`src/rtl/instr_receive_pkg.sv`:
```
// ============================================================================
// Module   : instr_receive_pkg
// Purpose  : Shared definitions for the instruction-transfer receiver.
//            Carries the instruction word width (`IWIDTH) and the receiver
//            state encoding used by instr_receive.
// Ports    : none (package)
// Config   : RECV_CHECKSUM_EN (consumed by instr_receive / instr_receive_if)
// Revision : 1.0 - initial release
// ============================================================================
`default_nettype none

`ifndef IWIDTH
`define IWIDTH 32
`endif

package instr_receive_pkg;

  // Instruction word width, mirrored from the shared `IWIDTH define.
  localparam int IW = `IWIDTH;

  // Receiver state encoding (3 bits).
  typedef enum logic [2:0] {
    RX_IDLE = 3'd0,
    RX_REQ  = 3'd1,
    RX_RECV = 3'd2,
    RX_DONE = 3'd3,
    RX_ERR  = 3'd4
  } rx_state_t;

endpackage

`default_nettype wire

```
`src/rtl/instr_receive_if.sv`:
```
// ============================================================================
// Module   : instr_receive_if
// Purpose  : Bundles the transfer handshake, the fetch read port and the
//            status outputs of the instruction receiver.
// Ports    : r_i_start, r_i_instr, r_i_ack, r_i_last, r_i_addr  (to receiver)
//            r_o_syn, r_o_rdata, r_o_count, r_o_busy, r_o_done,
//            r_o_err [, r_o_csum]                             (from receiver)
// Modports : master - the receiver itself
//            slave  - the environment (transmitter + fetch stage)
// Config   : RECV_CHECKSUM_EN adds r_o_csum
// Revision : 1.0 - initial release
// ============================================================================
`default_nettype none

interface instr_receive_if
  import instr_receive_pkg::*;
#(
  parameter int AWIDTH = 6
);

  logic              r_i_start;
  logic              r_o_syn;
  logic [IW-1:0]     r_i_instr;
  logic              r_i_ack;
  logic              r_i_last;
  logic [AWIDTH-1:0] r_i_addr;
  logic [IW-1:0]     r_o_rdata;
  logic [AWIDTH:0]   r_o_count;
  logic              r_o_busy;
  logic              r_o_done;
  logic              r_o_err;
`ifdef RECV_CHECKSUM_EN
  logic [IW-1:0]     r_o_csum;
`endif

  modport master (
`ifdef RECV_CHECKSUM_EN
    output r_o_csum,
`endif
    input  r_i_start, r_i_instr, r_i_ack, r_i_last, r_i_addr,
    output r_o_syn, r_o_rdata, r_o_count, r_o_busy, r_o_done, r_o_err
  );

  modport slave (
`ifdef RECV_CHECKSUM_EN
    input  r_o_csum,
`endif
    output r_i_start, r_i_instr, r_i_ack, r_i_last, r_i_addr,
    input  r_o_syn, r_o_rdata, r_o_count, r_o_busy, r_o_done, r_o_err
  );

endinterface

`default_nettype wire

```
`src/rtl/instr_receive_buf.sv`:
```
// ============================================================================
// Module   : instr_buf
// Purpose  : Local instruction buffer, DEPTH x IW words. One synchronous
//            write port and one registered read port (1-cycle latency).
//            A read of the address written in the same cycle returns the
//            previous contents. Storage is never cleared by reset; only the
//            read register is.
// Ports    : clk    in  clock
//            rst    in  synchronous reset, active-low (clears rdata only)
//            we     in  write enable
//            waddr  in  write address
//            wdata  in  write data
//            raddr  in  read address
//            rdata  out registered read data
// Revision : 1.0 - initial release
// ============================================================================
`default_nettype none

module instr_buf
  import instr_receive_pkg::*;
#(
  parameter int DEPTH  = 64,
  parameter int AWIDTH = 6
) (
  input  logic              clk,
  input  logic              rst,
  input  logic              we,
  input  logic [AWIDTH-1:0] waddr,
  input  logic [IW-1:0]     wdata,
  input  logic [AWIDTH-1:0] raddr,
  output logic [IW-1:0]     rdata
);

  logic [IW-1:0] mem [DEPTH];

  always_ff @(posedge clk) begin
    if (we) begin
      mem[waddr] <= wdata;
    end
  end

  // Non-blocking read of the pre-write contents gives read-old-data behaviour.
  always_ff @(posedge clk) begin
    if (!rst) begin
      rdata <= '0;
    end else begin
      rdata <= mem[raddr];
    end
  end

endmodule

`default_nettype wire

```
`src/rtl/instr_receive.sv`:
```
// ============================================================================
// Module   : instr_receive
// Purpose  : Receiving end of the instruction-transfer link. On start it
//            raises syn, stores every acknowledged word into instr_buf,
//            finishes on ack&last (done) or on overflow / ack timeout (err).
//            The buffer read port serves the fetch stage afterwards.
// Ports    : r_clk  in  clock, all logic on posedge
//            r_rst  in  synchronous reset, active-low
//            bus    instr_receive_if.master (handshake, read port, status)
// Params   : DEPTH   buffer depth in words (power of two, >= 2)
//            AWIDTH  log2(DEPTH)
//            TIMEOUT max idle cycles waiting for an ack (>= 2)
// Config   : RECV_CHECKSUM_EN - adds bus.r_o_csum, running XOR of all words
//            stored in the current transfer
// Revision : 1.0 - initial release
// ============================================================================
`default_nettype none

module instr_receive
  import instr_receive_pkg::*;
#(
  parameter int DEPTH   = 64,
  parameter int AWIDTH  = 6,
  parameter int TIMEOUT = 16
) (
  input  logic           r_clk,
  input  logic           r_rst,
  instr_receive_if.master bus
);

  localparam int CW = AWIDTH + 1;
  localparam int WW = $clog2(TIMEOUT + 1);

  localparam logic [CW-1:0] LAST_SLOT = CW'(DEPTH - 1);
  localparam logic [WW-1:0] WAIT_MAX  = WW'(TIMEOUT - 1);

  rx_state_t     state;
  logic          syn;
  logic          busy;
  logic          done;
  logic          err;
  logic [CW-1:0] count;
  logic [WW-1:0] wait_cnt;
  logic          active;
  logic          wr_en;
`ifdef RECV_CHECKSUM_EN
  logic [IW-1:0] csum;
`endif

  // Acks are only meaningful while a transfer is in flight.
  assign active = (state == RX_REQ) || (state == RX_RECV);
  assign wr_en  = active && bus.r_i_ack;

  always_ff @(posedge r_clk) begin
    if (!r_rst) begin
      state    <= RX_IDLE;
      syn      <= 1'b0;
      busy     <= 1'b0;
      done     <= 1'b0;
      err      <= 1'b0;
      count    <= '0;
      wait_cnt <= '0;
`ifdef RECV_CHECKSUM_EN
      csum     <= '0;
`endif
    end else begin
      case (state)
        RX_IDLE, RX_DONE, RX_ERR: begin
          // Start wins over a coincident ack: nothing is stored this cycle.
          if (bus.r_i_start) begin
            state    <= RX_REQ;
            syn      <= 1'b1;
            busy     <= 1'b1;
            done     <= 1'b0;
            err      <= 1'b0;
            count    <= '0;
            wait_cnt <= '0;
`ifdef RECV_CHECKSUM_EN
            csum     <= '0;
`endif
          end
        end

        RX_REQ, RX_RECV: begin
          if (bus.r_i_ack) begin
            count    <= count + 1'b1;
            wait_cnt <= '0;
`ifdef RECV_CHECKSUM_EN
            csum     <= csum ^ bus.r_i_instr;
`endif
            if (bus.r_i_last) begin
              // Last word fits even in the final slot.
              state <= RX_DONE;
              syn   <= 1'b0;
              busy  <= 1'b0;
              done  <= 1'b1;
            end else if (count == LAST_SLOT) begin
              // Buffer just filled without last: word kept, transfer failed.
              state <= RX_ERR;
              syn   <= 1'b0;
              busy  <= 1'b0;
              err   <= 1'b1;
            end else begin
              state <= RX_RECV;
            end
          end else if (wait_cnt == WAIT_MAX) begin
            state <= RX_ERR;
            syn   <= 1'b0;
            busy  <= 1'b0;
            err   <= 1'b1;
          end else begin
            wait_cnt <= wait_cnt + 1'b1;
          end
        end

        default: begin
          state <= RX_IDLE;
          syn   <= 1'b0;
          busy  <= 1'b0;
        end
      endcase
    end
  end

  instr_buf #(
    .DEPTH  (DEPTH),
    .AWIDTH (AWIDTH)
  ) u_buf (
    .clk   (r_clk),
    .rst   (r_rst),
    .we    (wr_en),
    .waddr (count[AWIDTH-1:0]),
    .wdata (bus.r_i_instr),
    .raddr (bus.r_i_addr),
    .rdata (bus.r_o_rdata)
  );

  assign bus.r_o_syn   = syn;
  assign bus.r_o_busy  = busy;
  assign bus.r_o_done  = done;
  assign bus.r_o_err   = err;
  assign bus.r_o_count = count;
`ifdef RECV_CHECKSUM_EN
  assign bus.r_o_csum  = csum;
`endif

endmodule

`default_nettype wire

```
`src/flat_wrapper.sv`:
```
// flat-port wrapper written by rule: the top's interface ports become plain ports
module instr_receive_flat import instr_receive_pkg::*;
#(
  parameter int DEPTH   = 64,
  parameter int AWIDTH  = 6,
  parameter int TIMEOUT = 16
)
  (r_clk, r_rst, bus_r_i_start, bus_r_i_instr, bus_r_i_ack, bus_r_i_last, bus_r_i_addr, bus_r_o_syn, bus_r_o_rdata, bus_r_o_count, bus_r_o_busy, bus_r_o_done, bus_r_o_err);
  instr_receive_if #(.AWIDTH(AWIDTH)) bus_i ();
  input  logic r_clk;
  input  logic r_rst;
  input wire logic [$bits(bus_i.r_i_start)-1:0] bus_r_i_start;
  input wire logic [$bits(bus_i.r_i_instr)-1:0] bus_r_i_instr;
  input wire logic [$bits(bus_i.r_i_ack)-1:0] bus_r_i_ack;
  input wire logic [$bits(bus_i.r_i_last)-1:0] bus_r_i_last;
  input wire logic [$bits(bus_i.r_i_addr)-1:0] bus_r_i_addr;
  output wire logic [$bits(bus_i.r_o_syn)-1:0] bus_r_o_syn;
  output wire logic [$bits(bus_i.r_o_rdata)-1:0] bus_r_o_rdata;
  output wire logic [$bits(bus_i.r_o_count)-1:0] bus_r_o_count;
  output wire logic [$bits(bus_i.r_o_busy)-1:0] bus_r_o_busy;
  output wire logic [$bits(bus_i.r_o_done)-1:0] bus_r_o_done;
  output wire logic [$bits(bus_i.r_o_err)-1:0] bus_r_o_err;
  assign bus_i.r_i_start = bus_r_i_start;
  assign bus_i.r_i_instr = bus_r_i_instr;
  assign bus_i.r_i_ack = bus_r_i_ack;
  assign bus_i.r_i_last = bus_r_i_last;
  assign bus_i.r_i_addr = bus_r_i_addr;
  assign bus_r_o_syn = bus_i.r_o_syn;
  assign bus_r_o_rdata = bus_i.r_o_rdata;
  assign bus_r_o_count = bus_i.r_o_count;
  assign bus_r_o_busy = bus_i.r_o_busy;
  assign bus_r_o_done = bus_i.r_o_done;
  assign bus_r_o_err = bus_i.r_o_err;
  instr_receive #(.DEPTH(DEPTH), .AWIDTH(AWIDTH), .TIMEOUT(TIMEOUT)) u_core (.r_clk(r_clk), .r_rst(r_rst), .bus(bus_i));
endmodule
```
`config.mk`:
```
export PLATFORM = sky130hd
export DESIGN_NAME = instr_receive_flat
export DESIGN_NICKNAME = d
export VERILOG_FILES = /design/src/rtl/instr_receive_pkg.sv /design/src/rtl/instr_receive_if.sv /design/src/rtl/instr_receive_buf.sv /design/src/rtl/instr_receive.sv /design/src/flat_wrapper.sv
export SDC_FILE = /design/constraint.sdc
export NUM_CORES = 2
export LEC_CHECK = 0
export BUFFER_PORTS_ARGS = -buffer_cell sky130_fd_sc_hd__buf_2
export CAP_MARGIN = 20
export CORE_AREA = 2 2 390 469
export CTS_CLUSTER_SIZE = 28
export DETAILED_ROUTE_END_ITERATION = 8
export DIE_AREA = 0 0 392 471
export GPL_TIMING_DRIVEN = 0
export SLEW_MARGIN = 20
export SYNTH_ARGS = -nofsm -noshare
export SYNTH_HDL_FRONTEND = slang
export SYNTH_HIERARCHICAL = 1
export SYNTH_SLANG_ARGS = --single-unit
```
`constraint.sdc`:
```
create_clock -name r_clk -period 4 [get_ports r_clk]
set_clock_uncertainty 0.1 [all_clocks]
set_input_delay 0 -clock r_clk [delete_from_list [all_inputs] [get_ports r_clk]]
set_output_delay 0 -clock r_clk [all_outputs]
set_load 0.01 [all_outputs]
```
== Yosys cells after proc, flatten, opt, wreduce, memory -nomap -nowiden ==
Memories as Yosys holds them, arrays and structs flattened. A register that Yosys moved wholly into a read port is not among the register bits.
Cells that the tools add are included.

* Add/subtract/negate cells: 2
* Multiply operators: 0
* Divide/modulo/power cells: 0
* $lt $le $gt $ge: 0
* Eq/ne operators: 14
* Shift-type cells: 0
* Multiplexer cells: 30
* Bitwise gates (word level): 0
* Reductions and logical operators: 13

{| class="wikitable"
|+ Operator list
! cell !! number
|-
| two-way mux 3 bit || 5
|-
| two-way mux 5 bit || 3
|-
| two-way mux 1 bit || 14
|-
| two-way mux 7 bit || 2
|-
| case mux 7 bit (2 select lines) || 1
|-
| case mux 5 bit (2 select lines) || 1
|-
| AND reduction 3 bit || 3
|-
| adder 7 x 1 -> 7 bit, second input constant || 1
|-
| equality test 7 x 6 -> 1 bit, second input constant || 1
|-
| equality test 3 x 2 -> 1 bit, second input constant || 2
|-
| inequality test 2 bit, second input constant || 3
|-
| inequality test 3 x 2 -> 1 bit, second input constant || 2
|-
| inequality test 3 bit, second input constant || 2
|-
| case mux 1 bit (2 select lines) || 3
|-
| case mux 3 bit (2 select lines) || 1
|-
| adder 5 x 1 -> 5 bit, second input constant || 1
|-
| equality test 5 x 4 -> 1 bit, second input constant || 1
|-
| AND reduction 5 bit || 1
|-
| inequality test 4 x 3 -> 1 bit, second input constant || 1
|-
| AND reduction 4 bit || 1
|-
| equality test 3 x 1 -> 1 bit, second input constant || 1
|-
| equality test 3 bit, second input constant || 1
|-
| zero test 3 bit || 1
|-
| OR reduction 3 bit || 1
|-
| 6 further kinds || 6
|}

* Register bits after elaboration: 18
* Bits in latches: 0
* RAM bits: 2,048
* Memory bits (read-only): 0
* Input port bits: 43
* Logic and storage cells: 66
* Memories: 1

{| class="wikitable"
|+ Memory list
! memory !! words !! width !! rd ports !! clocked after memory_dff !! wr ports !! line !! text
|-
| u_core.u_buf.mem || 64 || 32 || 1 || 1 || 1 || instr_receive_buf.sv:34 || <nowiki>logic [IW-1:0] mem [DEPTH];</nowiki>
|}

== Logic depth before layout (Yosys ltp) ==
* Depth in word-level cells: 5
* Depth in mapped cells: 11

== By module ==
Netlist, hierarchy kept.

{| class="wikitable"
|+ By module, submodules not included
! module !! instances !! cells each !! area each (sq um) !! sequential area each (sq um)
|-
| instr_buf || 1 || 3,405 || 79,451.2 || 62,139.6
|-
| instr_receive || 1 || 128 || 1,027.2 || 360.3
|}

== Least setup slack after synthesis ==
No wires, ideal clock.

* Kind: register to register
* Start: register u_core.state[2]
* End: memory u_core/u_buf/mem[48][0] (netlist name), enable pin
* Setup time: 0.461 ns
* Arrival time: 3.673 ns
* Setup slack: -0.234 ns
* Stages on the path, launching flop included: 6
* Path buffers: 0
* Clock period less this slack: 4.234 ns
* Cell sequence: dfxtp_1 > nand2b_1 > nor2_1 > nand3_1 > or3_1 > nor3_1

* Longest elaborated chain between the ends: 5
* Elaborated cells on any way between the ends: 6
* Those cells by class: eq/ne: 2; mux: 2; reduce/logical: 2

{| class="wikitable"
|+ RTL lines
! what !! line !! text
|-
| start, declared || instr_receive.sv:37 || <nowiki>rx_state_t state;</nowiki>
|-
| start signal, assigned || instr_receive.sv:56 || <nowiki>state <= RX_IDLE;</nowiki>
|-
| start signal, assigned || instr_receive.sv:71 || <nowiki>state <= RX_REQ;</nowiki>
|-
| start signal, assigned || instr_receive.sv:93 || <nowiki>state <= RX_DONE;</nowiki>
|-
| equality test 3 x 1 -> 1 bit / equality test 3 x 2 -> 1 bit (equally long branches) || instr_receive.sv:51 || <nowiki>assign active = (state == RX_REQ) || (state == RX_RECV);</nowiki>
|-
| logical OR 1 bit * || instr_receive.sv:51 ||
|-
| logical AND 1 bit * || instr_receive.sv:52 || <nowiki>assign wr_en = active && bus.r_i_ack;</nowiki>
|-
| via u_core.wr_en || instr_receive.sv:45 || <nowiki>logic wr_en;</nowiki>
|-
| two-way mux 1 bit * || instr_receive_buf.sv:37 || <nowiki>if (we) begin</nowiki>
|-
| two-way mux 1 bit (implied by the code) * || instr_receive_buf.sv:38 || <nowiki>mem[waddr] <= wdata;</nowiki>
|-
| end, declared || instr_receive_buf.sv:34 ||
|}

Mark *: on every way through the listed nets, which the timed path passes. The rest lies on a longest branch.

== Final worst setup path ==
* Start: register u_core.state[2]
* End: memory u_core/u_buf/mem[38][20] (netlist name), enable pin

The elaborated chain is that of the path after synthesis.

==> results.toml <==
[run_status]
status = "complete, no violations"

[yosys]
yosysUniqueCellTypes = 64
ys_seq_area_share_pct = 77.66
avgSynthCellArea_um2 = 22.78
synth-seq-cells = 2098
syn_inst = 3533
synth_fp_nets = 3579
ys_async_sr_fraction_pct = 0
yosysWarnings = 6
synth_ff_type = "edfxtp_1"
syn-cell-area_um2 = 80480
synth-edff-count = 2048

[worst_setup_path]
slowest_delay_ns = 0.91
end_kind = "register"
critPathTopFamily = "simple AND/OR/NAND/NOR gates"
cp_max_fo = 13
crit_type = "reg -> reg"
rrSetupSlack_ns = 0.07
cp.arrival_ns = 4.36
critPathRequiredTime_ns = 4.43
crit_chain = "nand2b_1, nor2_1, nor2b_1, nand3_1, nor2_4, buf_12"
startpoint = "u_core/state[2]"
reg2regPathDepth = 6
cp-endpoint = "u_core/u_buf/mem[38][20]"
reg2reg_to = "u_core/u_buf/mem[38][20]"
cp_num_buf_inv = 1
crit_path_top_delay_cell = "nor2_4"
start_kind = "register"
rr_startpoint = "u_core/state[2]"
worst-path-stages = 6

[floorplan]
initial_utilization_pct = 44.67
core_area_um2 = 180200
rows = 171
die_x_um = 392
die_area_um2 = 184600
io_pins = 86
die_y_um = 471

[clock_tree]
clockRootBuffer = "clkbuf_16"
clockBufferDepth = 3
clock_sinks = 2098
cts_tree = "built"
clock_latency_ns = 0.87
numCtsBuffers = 200
clk_pin_slew_worst_paths_ns = 0.06
htree_levels = 4

[route]
viasPerCell = 6.647
drc = 0
vias = 44120
drtAntennaViolNets = 0
drt_iter0_drc = 7659
drt_first_pass_iters = 6
wl_per_cell_um = 43.25
routed_wl_mm = 287.0

[timing]
finalHoldViolCount = 0
max_freq_mhz = 254.4
min_period_ns = 3.931
whs_ns = 0.1031
slew_viol_final = 0
rsz0062_at_grt = "no"
finalSetupViolCount = 0
tightest_slew_ns = 1.307
slew_headroom_pct = 12.88
fin_crit_sh_pct = 98.27

[pwr]
swShare_pct = 22.25
comb_power_share_pct = 5.9
clock_power_share_pct = 40.8
power_frac_seq_pct = 53.3
p_leak_nw = 30.06
p_switching_w = 0.01011
p_per_area_nw_per_um2 = 476.4
p_total_w = 0.04543
intPower_w = 0.03532
ir_drop_mv = 0.3454

[cells_and_area]
drive_above_1_share_pct = 31.50
fillers = 13770
nNetsFinal = 4085
syn2layout_area_growth_pct = 18.51

[placement]
portBuffers = 81
gp_congestion = 0.9148
dp_hpwl_mm = 195.1

[hold_path]
hp-class = "in -> reg"

[global_routing]
grt_max_degree = 65
gr-usage-all-layers_pct = 31.22
overflow = 0
grt_pass1_vias = 41940
grt_pass1_wl_mm = 378.4
antenna_found_initial = 16

[job]
maxCapViolCount = 0
-- worst min path at each step --
stage,from,slack (ns),cells after the start,to
6_report,bus_r_i_start,0.10,4,u_core/state[0]
2_1_floorplan,bus_r_i_instr[0],-0.001,0,u_core/u_buf/mem[0][0]
3_3_place_gp,bus_r_i_last,0.23,3,u_core/bus.r_o_done
5_1_grt,r_rst,0.12,4,u_core/bus.r_o_count[2]
3_5_place_dp,bus_r_i_last,0.23,3,u_core/bus.r_o_done
4_1_cts,bus_r_i_start,0.05,4,u_core/state[0]
-- per-layer routing --
layer	vias to the layer above	part of all wire [%]	GRT usage [%]
li1	16050	-	-
met1	23820	35	41.04
met2	3407	45	47.13
met3	822	13	8.452
met4	16	7.0	17.76
met5	-	0.036	0
-- worst min-delay path: cells and delay by family --
family                 cells  cell delay [ns]
buffers and inverters      2             0.69
AOI/OAI and AO/OA          1             0.08
and+or+nand+nor            1             0.24
-- power by group through the flow --
stage,registers (W),logic [W],clock network (W)
after global routing,0.0242,0.00273,0.0195
after CTS,0.0242,0.00263,0.0187
after global placement,0.0247,0.00249,0
after detailed placement,0.0247,0.00258,0
after floorplan,0.0247,0.00120,0
final,0.0242,0.00268,0.0185
-- flip-flops by register name (all words and copies together) (netlist names) --
| name | cells |
|---|---|
| u_core/bus.r_o_count | 7 |
| u_core/state | 3 |
| u_core/bus.r_o_busy | 1 |
| u_core/u_buf/mem | 2048 |
| u_core/bus.r_o_err | 1 |
| u_core/bus.r_o_done | 1 |
| u_core/wait_cnt | 5 |
| u_core/u_buf/rdata | 32 |
-- per-stage QoR --
step	worst slack, ns	cell area (µm²)	TNS (ns)	util (%)	cells
finish	0.06913	95380	0	52.94	6637
global route	0.005921	95370	0	52.94	6632
CTS	0.05484	95310	0	52.91	6629
detailed placement	-0.5736	88550	-3.232	49.15	6210
global placement	-3.538	83920	-5743.94	46.59	6036
floorplan	0.6229	80490	0	-	3533
-- timing repair --
action | 4_1_cts | 5_1_grt
setup endpoints to repair | 7 | 14
hold buffers | 46 | 0
buffers inserted | 1 | 1
gates resized for setup | 0 | 0
endpoints found under the hold margin | 2068 | 0
pin swaps | 1 | 1
-- placed cells by master, fill, tap and decap left out, types with 30 or more instances in the layout --
cell type,n
a211oi_1,30
a21oi_1,58
buf_12,67
buf_16,92
buf_2,119
buf_4,60
clkbuf_1,94
clkbuf_16,205
clkinv_1,40
dfxtp_1,50
dlygate4sd3_1,46
edfxtp_1,2048
mux2i_1,117
mux4_2,541
nand2_1,54
nor2_1,44
nor2_4,62
nor2b_1,33
o21ai_0,34
-- cell type report --
cell class | instances | area [µm²] | share of cell area (%)
Inverter | 11 | 41.29 | 0.04329
Buffer | 189 | 1200 | 1.258
Antenna cell | 6 | 15.01 | 0.01574
Tap cell | 2422 | 3030 | 3.177
Clock buffer | 272 | 5492 | 5.758
Clock inverter | 100 | 804.5 | 0.8435
Timing Repair Buffer | 304 | 5011 | 5.254
Multi-Input combinational cell | 1235 | 17290 | 18.12
Sequential cell | 2098 | 62500 | 65.53
-- synth_stat cells, drive strengths merged (21+ instances only) --
cell type     n  area (µm²)
clkbuf       55       206.5
nand2        54       202.7
nor2b        33       206.5
nand3        22       110.1
nor2        110       412.9
a22oi        21       157.7
nor3         28       140.1
edfxtp     2048       61500
dfxtp        50        1001
a21oi        58       290.3
mux2i       117        1171
o21ai        43       215.2
a211oi       30       225.2
mux4        541       12180
buf         134       963.4
mux2         30       337.8
-- logic make-up (layout without fill, tap and decap cells) --
logic type / after synthesis / in the layout / synth area share (%)
simple gates: 297 / 297 / 1.752
mux: 688 / 688 / 17.01
compound gates: 246 / 246 / 2.010
other cells: 0 / 6 / 0
buf+inv: 200 / 876 / 1.505
xor+xnor: 1 / 1 / 0.01088
flops: 2098 / 2098 / 77.66
fa+ha+maj: 3 / 3 / 0.04665
Power figures use the tool's default switching activity.
